File: src/rtl/uart_pkg.sv
// Shared definitions for the serial link: transmitter state encoding, line
// levels, and a width helper used by the counters on both sides of the link.
package uart_pkg;

  typedef enum logic [1:0] {
    IDLE,
    START,
    DATA,
    STOP
  } tx_state_t;

  localparam logic UART_IDLE_LVL  = 1'b1;
  localparam logic UART_START_LVL = 1'b0;

  // Bits needed to count 0..n-1, never less than one bit.
  function automatic int cnt_width(input int n);
    return (n > 1) ? $clog2(n) : 1;
  endfunction

endpackage

File: src/rtl/uart_baud_cnt.sv
// Bit-period counter: counts 0..CLKS_PER_BIT-1 and flags the last cycle of
// each serial bit. Holding restart_i keeps it parked at zero, so the first
// cycle after restart_i drops is the first cycle of a fresh bit period.
module uart_baud_cnt
  import uart_pkg::*;
#(
  parameter int CLKS_PER_BIT = 16
) (
  input  logic clk,
  input  logic reset,
  input  logic restart_i,
  output logic tick_o
);

  localparam int CNT_W = cnt_width(CLKS_PER_BIT);
  localparam logic [CNT_W-1:0] LAST_CNT = CNT_W'(CLKS_PER_BIT - 1);

  logic [CNT_W-1:0] cnt_q, cnt_d;

  assign tick_o = (cnt_q == LAST_CNT);

  // Next count: wrap at the bit end so the following bit starts from zero.
  always_comb begin
    cnt_d = cnt_q + CNT_W'(1);
    if (restart_i || tick_o) begin
      cnt_d = '0;
    end
  end

  // Count register.
  always_ff @(posedge clk) begin
    // NOTE: registers are written with <= so every flop samples pre-edge values.
    if (reset) begin
      cnt_q <= '0;
    end else begin
      cnt_q <= cnt_d;
    end
  end

endmodule

File: src/rtl/uart_tx.sv
// Serial transmitter: takes a word over valid/ready and sends it as
// start bit, DATA_W data bits LSB first, stop bit, each bit held for
// CLKS_PER_BIT clocks. The line output comes straight from a flop.
module uart_tx
  import uart_pkg::*;
#(
  parameter int DATA_W       = 8,
  parameter int CLKS_PER_BIT = 16
) (
  input  logic              clk,
  input  logic              reset,
  input  logic [DATA_W-1:0] tx_data,
  input  logic              tx_valid,
  output logic              tx_ready,
  output logic              tx,
  output logic              busy
);

  localparam int IDX_W = cnt_width(DATA_W);
  localparam logic [IDX_W-1:0] LAST_BIT = IDX_W'(DATA_W - 1);

  tx_state_t         state_q, state_d;
  logic [DATA_W-1:0] shift_q, shift_d;
  logic [IDX_W-1:0]  bit_idx_q, bit_idx_d;
  logic              tx_q, tx_d;
  logic              bit_end;
  logic              accept;

  assign tx_ready = (state_q == IDLE);
  assign busy     = (state_q != IDLE);
  assign tx       = tx_q;
  assign accept   = tx_valid && tx_ready;

  // Parked at zero while idle, so START always gets a full bit period; the
  // counter's own wrap provides the restart on every later state entry.
  uart_baud_cnt #(
    .CLKS_PER_BIT(CLKS_PER_BIT)
  ) u_baud_cnt (
    .clk      (clk),
    .reset    (reset),
    .restart_i(state_q == IDLE),
    .tick_o   (bit_end)
  );

  // Next state, shift register and bit index; line level follows the next state.
  always_comb begin
    // NOTE: every output gets a default first so no path leaves one unassigned (no latch).
    state_d   = state_q;
    shift_d   = shift_q;
    bit_idx_d = bit_idx_q;
    tx_d      = UART_IDLE_LVL;

    case (state_q)
      IDLE: begin
        if (accept) begin
          state_d = START;
          shift_d = tx_data;
        end
      end
      START: begin
        if (bit_end) begin
          state_d   = DATA;
          bit_idx_d = '0;
        end
      end
      DATA: begin
        if (bit_end) begin
          if (bit_idx_q == LAST_BIT) begin
            state_d   = STOP;
            bit_idx_d = '0;
          end else begin
            bit_idx_d = bit_idx_q + IDX_W'(1);
            shift_d   = shift_q >> 1;
          end
        end
      end
      STOP: begin
        if (bit_end) begin
          state_d = IDLE;
        end
      end
      default: state_d = IDLE;
    endcase

    // Bit 0 of the shift register is always the data bit currently on the line.
    case (state_d)
      START:   tx_d = UART_START_LVL;
      DATA:    tx_d = shift_d[0];
      default: tx_d = UART_IDLE_LVL;
    endcase
  end

  // State, datapath and line registers; reset aborts any frame in flight.
  always_ff @(posedge clk) begin
    if (reset) begin
      state_q   <= IDLE;
      shift_q   <= '0;
      bit_idx_q <= '0;
      tx_q      <= UART_IDLE_LVL;
    end else begin
      state_q   <= state_d;
      shift_q   <= shift_d;
      bit_idx_q <= bit_idx_d;
      tx_q      <= tx_d;
    end
  end

endmodule

File: config.mk
export PLATFORM = sky130hd
export DESIGN_NAME = uart_tx
export DESIGN_NICKNAME = d
export VERILOG_FILES = /design/src/rtl/uart_pkg.sv /design/src/rtl/uart_baud_cnt.sv /design/src/rtl/uart_tx.sv
export SDC_FILE = /design/constraint.sdc
export NUM_CORES = 1
export LEC_CHECK = 0
export BUFFER_PORTS_ARGS = -buffer_cell sky130_fd_sc_hd__buf_4
export CELL_PAD_IN_SITES_DETAIL_PLACEMENT = 1
export CELL_PAD_IN_SITES_GLOBAL_PLACEMENT = 2
export CORE_UTILIZATION = 39
export CTS_BUF_LIST = sky130_fd_sc_hd__clkbuf_4 sky130_fd_sc_hd__clkbuf_8
export DETAILED_ROUTE_END_ITERATION = 16
export PLACE_DENSITY_LB_ADDON = 0.1
export SLEW_MARGIN = 10
export SYNTH_ARGS = -nofsm -noshare
export SYNTH_HDL_FRONTEND = slang
export SYNTH_SLANG_ARGS = --single-unit
File: constraint.sdc
create_clock -name clk -period 5.1 [get_ports clk]
set_input_delay 1.275 -clock clk [delete_from_list [all_inputs] [get_ports clk]]
set_output_delay 1.275 -clock clk [all_outputs]
set_load 0.02 [all_outputs]
* Yosys cells after proc, flatten, opt, wreduce, memory -nomap -nowiden
Cells that the tools add are included.
Storage, ports and cells: flip-flop bits (word level) 18, bits of input ports 11, output and inout bits 3
Cells by class: $add $sub $neg 2, equality and inequality tests 11, muxes and demuxes 15, reductions and logical operators 9
Operators by type and width (number):
- $mux W8 | 3
- $pmux W8 S2 | 1
- $mux W2 | 5
- $mux W3 | 3
- $pmux W2 S4 | 1
- $eq A2 B2 Y1 const B | 3
- $ne A2 B1 Y1 const B | 3
- $pmux W3 S2 | 1
- $reduce_bool A2 Y1 | 3
- $add A4 B1 Y4 const B | 1
- $eq A2 B1 Y1 const B | 2
- $eq A4 B4 Y1 const B | 1
- $reduce_and A4 Y1 | 1
- $add A3 B1 Y3 const B | 1
- $eq A3 B3 Y1 const B | 1
- $reduce_and A3 Y1 | 1
- $logic_not A2 Y1 | 1
- $ne A2 B2 Y1 const B | 1
- $pmux W1 S2 | 1
- $reduce_or A2 Y1 | 1
- $logic_and A1 B1 Y1 | 1
- $logic_or A1 B1 Y1 | 1

* Depth between registers and ports, before layout
Gate-level depths: netlist of the first run.
depth in word-level cells 6, mapped depth 6, gate-level depth less buffers 5

* Cells and area by module
Synthesis of the first run repeated with hierarchy kept, for this count alone.
Second synthesis, totals: cell total of the unflattened synthesis 94, area total of the unflattened synthesis 870.8 µm²
By module, submodules not included:
- uart_tx | times used 1, cells an instance 78, area an instance 713.2 µm²
- uart_baud_cnt | times used 1, cells an instance 16, area an instance 157.7 µm²

* Worst setup path after synthesis of the first run
Ideal clock, no wire load.
path kind reg-to-output, start reg state_q[1], end out busy, arrival 1.004 ns, slack 2.821 ns, cell stages (with the launch flop) 4, path through dfxtp_1 -> buf_6 -> nor2_1 -> inv_1
On the way: word-level cells in the longest chain between the ends 1
Ends and longest elaborated chain:
- start, declared | RTL line uart_tx.sv:22 | tx_state_t state_q, state_d;
- start signal, assigned | RTL line uart_tx.sv:101 | state_q <= state_d;
- $reduce_bool A2 Y1 | RTL line uart_tx.sv:30 | assign busy = (state_q != IDLE);
- end, declared | RTL line uart_tx.sv:16 | output logic busy
Every way passes these cells.

* Worst setup path after layout of the first run
Ends and elaborated chain as after synthesis.

==> results of run 1 <==
## how the worst max path moves through the flow
| stage | to | slack, ns | startpoint | depth (start not counted) |
|---|---|---|---|---|
| final | busy | 2.46 | state_q[1] | 3 |
| after global routing | busy | 2.32 | state_q[1] | 3 |
| after CTS | busy | 2.45 | state_q[1] | 3 |
| after detailed placement | busy | 2.78 | state_q[1] | 3 |
| after global placement | tx | 2.82 | tx_valid | 4 |
| after floorplan | busy | 2.82 | state_q[1] | 3 |
## cell usage after synthesis (all sizes together), types with 2 or more instances
library cell | n | area [um2]
xor2 | 2 | 17.5
dfxtp | 18 | 360
o211ai | 8 | 65.1
buf | 6 | 63.8
a21oi | 11 | 55.1
clkbuf | 3 | 31.3
nor3b | 2 | 25.0
inv | 3 | 11.3
or3b | 2 | 17.5
nor2 | 7 | 26.3
nand3 | 5 | 25.0
a211oi | 2 | 15.0
a32oi | 10 | 87.6
ha | 3 | 37.5
## registers in the layout (all words and copies together) (netlist names)
signal and flops:
state_q 2, shift_q 8, tx 1, bit_idx_q 3, u_baud_cnt.cnt_q 4
## area by class of cell
cell class,count,area (um2)
inverters,3,11.3
well taps,28,35.0
clock buffers,4,36.3
flip-flops and latches,18,360
repair buffers,13,97.6
multi-input cells,66,478
fillers,273,1240
## per-layer routing
metal	GRT usage, %	wire length [um]	up-vias
li1	-	-	391
met1	19.8	917	357
met2	29.9	947	10
met3	2.63	43	4
met4	9.46	39	0
met5	0	0	-
## power groups by stage
stage	combinational [mW]	clock, mW	sequential, mW
floorplan	0.0205	0	0.152
global placement	0.0271	0	0.154
detailed placement	0.0275	0	0.154
CTS	0.0276	0.0909	0.151
global route	0.0299	0.0966	0.152
finish	0.0271	0.0869	0.151
## metrics by stage
stage          setup slack [ns]  std cells  cell area [um2]
2_1_floorplan              2.82         97              956
3_3_place_gp               2.82        128              982
3_5_place_dp               2.78        128              982
4_1_cts                    2.45        132             1020
5_1_grt                    2.32        132             1020
6_report                   2.46        132             1020
## kinds of logic after synthesis
family,Yosys count
AOI/OAI and AO/OA,35
and+or+nand+nor,25
adders and majority gates,3
buffers and inverters,13
xor gates and xnor gates,3
DFF,18
==> flow_summary.toml, run 1 <==
[synth]
syn_avg_cell_area_um2 = 9.85
async_flop_share_pct = 0
syn-num-nets = 111
yosysWarnings = 0
yosysUniqueCellTypes = 32
synth-compound-area-share_pct = 26.7
syn_inst = 97
synth-xor-area-share_pct = 2.75
synth_edf_count = 0
synthAdderAreaFrac_pct = 3.93
synthMuxAreaShare_pct = 0
synth-simple-area-share_pct = 16.6
synth_area_um2 = 956
synth-seq-cells = 18
seq_area_frac_synth_pct = 37.7
ys.flop_type = "dfxtp_1"
synth_top_family_by_area = "compound AO/OA/AOI/OAI gates"

[min_path]
min_path_cells = 1
whs_endpoint = "u_baud_cnt.cnt_q[0]"
hold_start = "u_baud_cnt.cnt_q[0]"
min_path_type = "flip-flop to flip-flop"

[cells_and_area]
area_delta_synth_final_pct = 6.54
final_layout_size_suffix_gt1_share_pct = 22.1
antenna_cells = 0
final_common_cell = "dfxtp_1"
nets = 119
final_cell_mix = "18 x dfxtp_1, 13 x buf_4, 11 x a21oi_1"
utilization_pct = 45.2

[drt]
postRouteAntennaNets = 0
routed_wl_um = 1950
vias = 762
wl_per_cell_um = 14.8
firstDrtPassIters = 2
drtIter0Drc = 13
drc_errors = 0
vias_per_cell = 5.77

[timing]
fin_tns_setup_ns = 0
final_hold_viol_count = 0
relSlewSlack_pct = 64.0
max_freq_mhz = 378
final-setup-viol-count = 0
finClkSkew_ns = 0.00254
layout_worst_path_cycle_share_pct = 51.8
worst_pin_slew_ns = 0.540
fin_hold_ws_ns = 0.449
drv_slew = 0
period_minus_slack_ns = 2.64
rsz0062_at_grt = "false"

[run]
cap_violations = 0

[setup_path]
cp.arrival_ns = 1.37
path_max_fanout = 18
start_kind = "flip-flop"
critical_path_class = "flip-flop to output pin"
worstPathRequired_ns = 3.83
r2r-start = "bit_idx_q[0]"
worst_path_largest_cell_delay_ns = 0.67
r2r_setup_slack_ns = 3.31
crit_family = "flip-flops"
crit_chain = "nor2_1 -> inv_1 -> buf_4"
r2r_cells = 5
end_kind = "output pin"
slowest_stage = "dfxtp_1"
cp.buffers_inverters = 2
r2r-end = "tx"

[grt]
grt_usage_pct = 17.1
antenna_found_initial = 0
grt_pass1_wl_um = 3330
overflow = 0
grt_pass1_vias = 739
grt_max_degree = 19

[floorplan]
pin_count = 14
die_w_um = 51.5
std_cell_rows = 17
design.die.area_um2 = 2650
coreArea_um2 = 2250
start_util_pct = 42.4
die_h_um = 51.5

[clocking]
cts_setup_buffers = 0
cts_root_buf = "clkbuf_4"
clock_latency_ns = 0.29
ctsHtreeMaxLevel = 1
clk_pin_slew_worst_paths_ns = 0.10
cts_sinks = 18
numCtsBuffers = 3
tritoncts = "yes"
hold_buffers = 0
clock_tree.buffer_depth = 2
post_cts_resized = 0

[power]
power_mw = 0.265
power_frac_clock_pct = 32.8
p_leak_nw = 0.374
ir_drop_uv = 159
seqPwrFrac_pct = 56.9
power_frac_comb_pct = 10.2
switching_share_pct = 23.3
p_int_mw = 0.203
p_sw_mw = 0.0617
p_per_area_nw_per_um2 = 260

[status]
status = "finished, final reports clean"

[placement]
dp_hpwl_um = 1380
port_buffers = 13
gp_congestion = 0.732
No activity file was read; power rests on OpenSTA's default activity.
==> run 2, diff against run 1 <==
--- a/config.mk
+++ b/config.mk
@@ -8,7 +8,7 @@
 export BUFFER_PORTS_ARGS = -buffer_cell sky130_fd_sc_hd__buf_4
 export CELL_PAD_IN_SITES_DETAIL_PLACEMENT = 1
 export CELL_PAD_IN_SITES_GLOBAL_PLACEMENT = 2
-export CORE_UTILIZATION = 39
+export CORE_UTILIZATION = 36
 export CTS_BUF_LIST = sky130_fd_sc_hd__clkbuf_4 sky130_fd_sc_hd__clkbuf_8
 export DETAILED_ROUTE_END_ITERATION = 16
 export PLACE_DENSITY_LB_ADDON = 0.1
==> constraint.sdc (replaced) <==
create_clock -name clk -period 2.6 [get_ports clk]
set_input_delay 0.65 -clock clk [delete_from_list [all_inputs] [get_ports clk]]
set_output_delay 0.65 -clock clk [all_outputs]
set_load 0.02 [all_outputs]
==> flow_summary.toml, run 2 (same netlist as run 1, synthesis figures left out) <==
[setup_path]
slowest_stage = "dfxtp_1"
cp.buffers_inverters = 2
end_kind = "output pin"
start_kind = "flip-flop"
cp.arrival_ns = 1.38
critical_path_class = "flip-flop to output pin"
crit_family = "flip-flops"
worstPathRequired_ns = 1.95
crit_chain = "nor2_1 -> inv_1 -> buf_4"
worst_path_largest_cell_delay_ns = 0.69
path_max_fanout = 18

[grt]
grt_pass1_vias = 770
grt_usage_pct = 17.7
grt_max_degree = 19
grt_pass1_wl_um = 3600
antenna_found_initial = 0
overflow = 0

[clocking]
hold_buffers = 0
clk_pin_slew_worst_paths_ns = 0.10
cts_root_buf = "clkbuf_4"
cts_sinks = 18
post_cts_resized = 0
clock_latency_ns = 0.29
tritoncts = "yes"
clock_tree.buffer_depth = 2
numCtsBuffers = 3
ctsHtreeMaxLevel = 1
cts_setup_buffers = 0

[drt]
postRouteAntennaNets = 0
drtIter0Drc = 7
routed_wl_um = 2180
firstDrtPassIters = 4
wl_per_cell_um = 16.4
vias = 788
drc_errors = 0
vias_per_cell = 5.92

[floorplan]
die_w_um = 53.5
coreArea_um2 = 2500
design.die.area_um2 = 2870
pin_count = 14
start_util_pct = 38.2
die_h_um = 53.5
std_cell_rows = 18

[timing]
rsz0062_at_grt = "false"
period_minus_slack_ns = 2.03
fin_tns_setup_ns = 0
final-setup-viol-count = 0
drv_slew = 0
finClkSkew_ns = 0.00165
worst_pin_slew_ns = 0.569
layout_worst_path_cycle_share_pct = 77.9
final_hold_viol_count = 0
relSlewSlack_pct = 62.0
max_freq_mhz = 494

[power]
power_mw = 0.490
p_int_mw = 0.367
seqPwrFrac_pct = 60.5
ir_drop_uv = 237
p_sw_mw = 0.123
switching_share_pct = 25.1
power_frac_comb_pct = 11.0
p_leak_nw = 0.367
p_per_area_nw_per_um2 = 486
power_frac_clock_pct = 28.5

[placement]
gp_congestion = 0.687
dp_hpwl_um = 1480
port_buffers = 13

[cells_and_area]
antenna_cells = 0
final_common_cell = "dfxtp_1"
nets = 119
area_delta_synth_final_pct = 5.37
final_layout_size_suffix_gt1_share_pct = 21.4
top_regs = "shift_q (8), u_baud_cnt.cnt_q (4), bit_idx_q (3)"
regMostFlops = "shift_q"
fill_cells = 296
utilization_pct = 40.3
largest_reg_flops = 8
final_cell_mix = "18 x dfxtp_1, 13 x buf_4, 11 x a21oi_1"

[status]
status = "finished, final reports clean"

[run]
cap_violations = 0

[min_path]
min_path_type = "flip-flop to flip-flop"
-- run 2: cell count changes in the layout (fill, tap and decap cells not counted) --
cell / change
clkbuf_8: -1
-- run 2: cell type report --
class / instances / area, um2 / area share, %
clock buffer: 3 / 22.5 / 2.24
timing repair buffer: 13 / 97.6 / 9.69
tap: 30 / 37.5 / 3.73
inverter: 3 / 11.3 / 1.12
sequential: 18 / 360 / 35.8
multi-input combinational: 66 / 478 / 47.5
-- run 2: routing by layer --
layer	share of wire [%]	wire length, um	track usage (%)
met3	2.8	60	2.54
met2	47	1030	30.6
met4	0.92	20	7.89
met5	0	0	0
met1	49	1060	21.4
-- run 2: path summary, 6_finish.rpt --
| path | start | to | slack, ns | depth (start not counted) |
|---|---|---|---|---|
| min reg2reg | u_baud_cnt.cnt_q[0] | u_baud_cnt.cnt_q[0] | 0.45 | 1 |
| max reg2reg | bit_idx_q[0] | tx | 0.80 | 5 |
| max | state_q[1] | busy | 0.57 | 3 |
| min | u_baud_cnt.cnt_q[0] | u_baud_cnt.cnt_q[0] | 0.45 | 1 |
-- run 2: power by group through the flow --
stage / combinational, mW / sequential (mW) / clock, mW
global placement: 0.0530 / 0.303 / 0
finish: 0.0539 / 0.297 / 0.139
floorplan: 0.0403 / 0.298 / 0
CTS: 0.0546 / 0.296 / 0.149
global route: 0.0599 / 0.298 / 0.156
detailed placement: 0.0544 / 0.303 / 0
-- run 2: through the flow --
stage / instances / cell area (um2) / setup WS, ns / hold slack [ns]
floorplan: 97 / 956 / 0.946 / 0.418
global route: 133 / 1010 / 0.431 / 0.489
finish: 133 / 1010 / 0.574 / 0.454
global placement: 130 / 985 / 0.832 / 0.429
CTS: 133 / 1010 / 0.558 / 0.463
detailed placement: 130 / 985 / 0.819 / 0.445
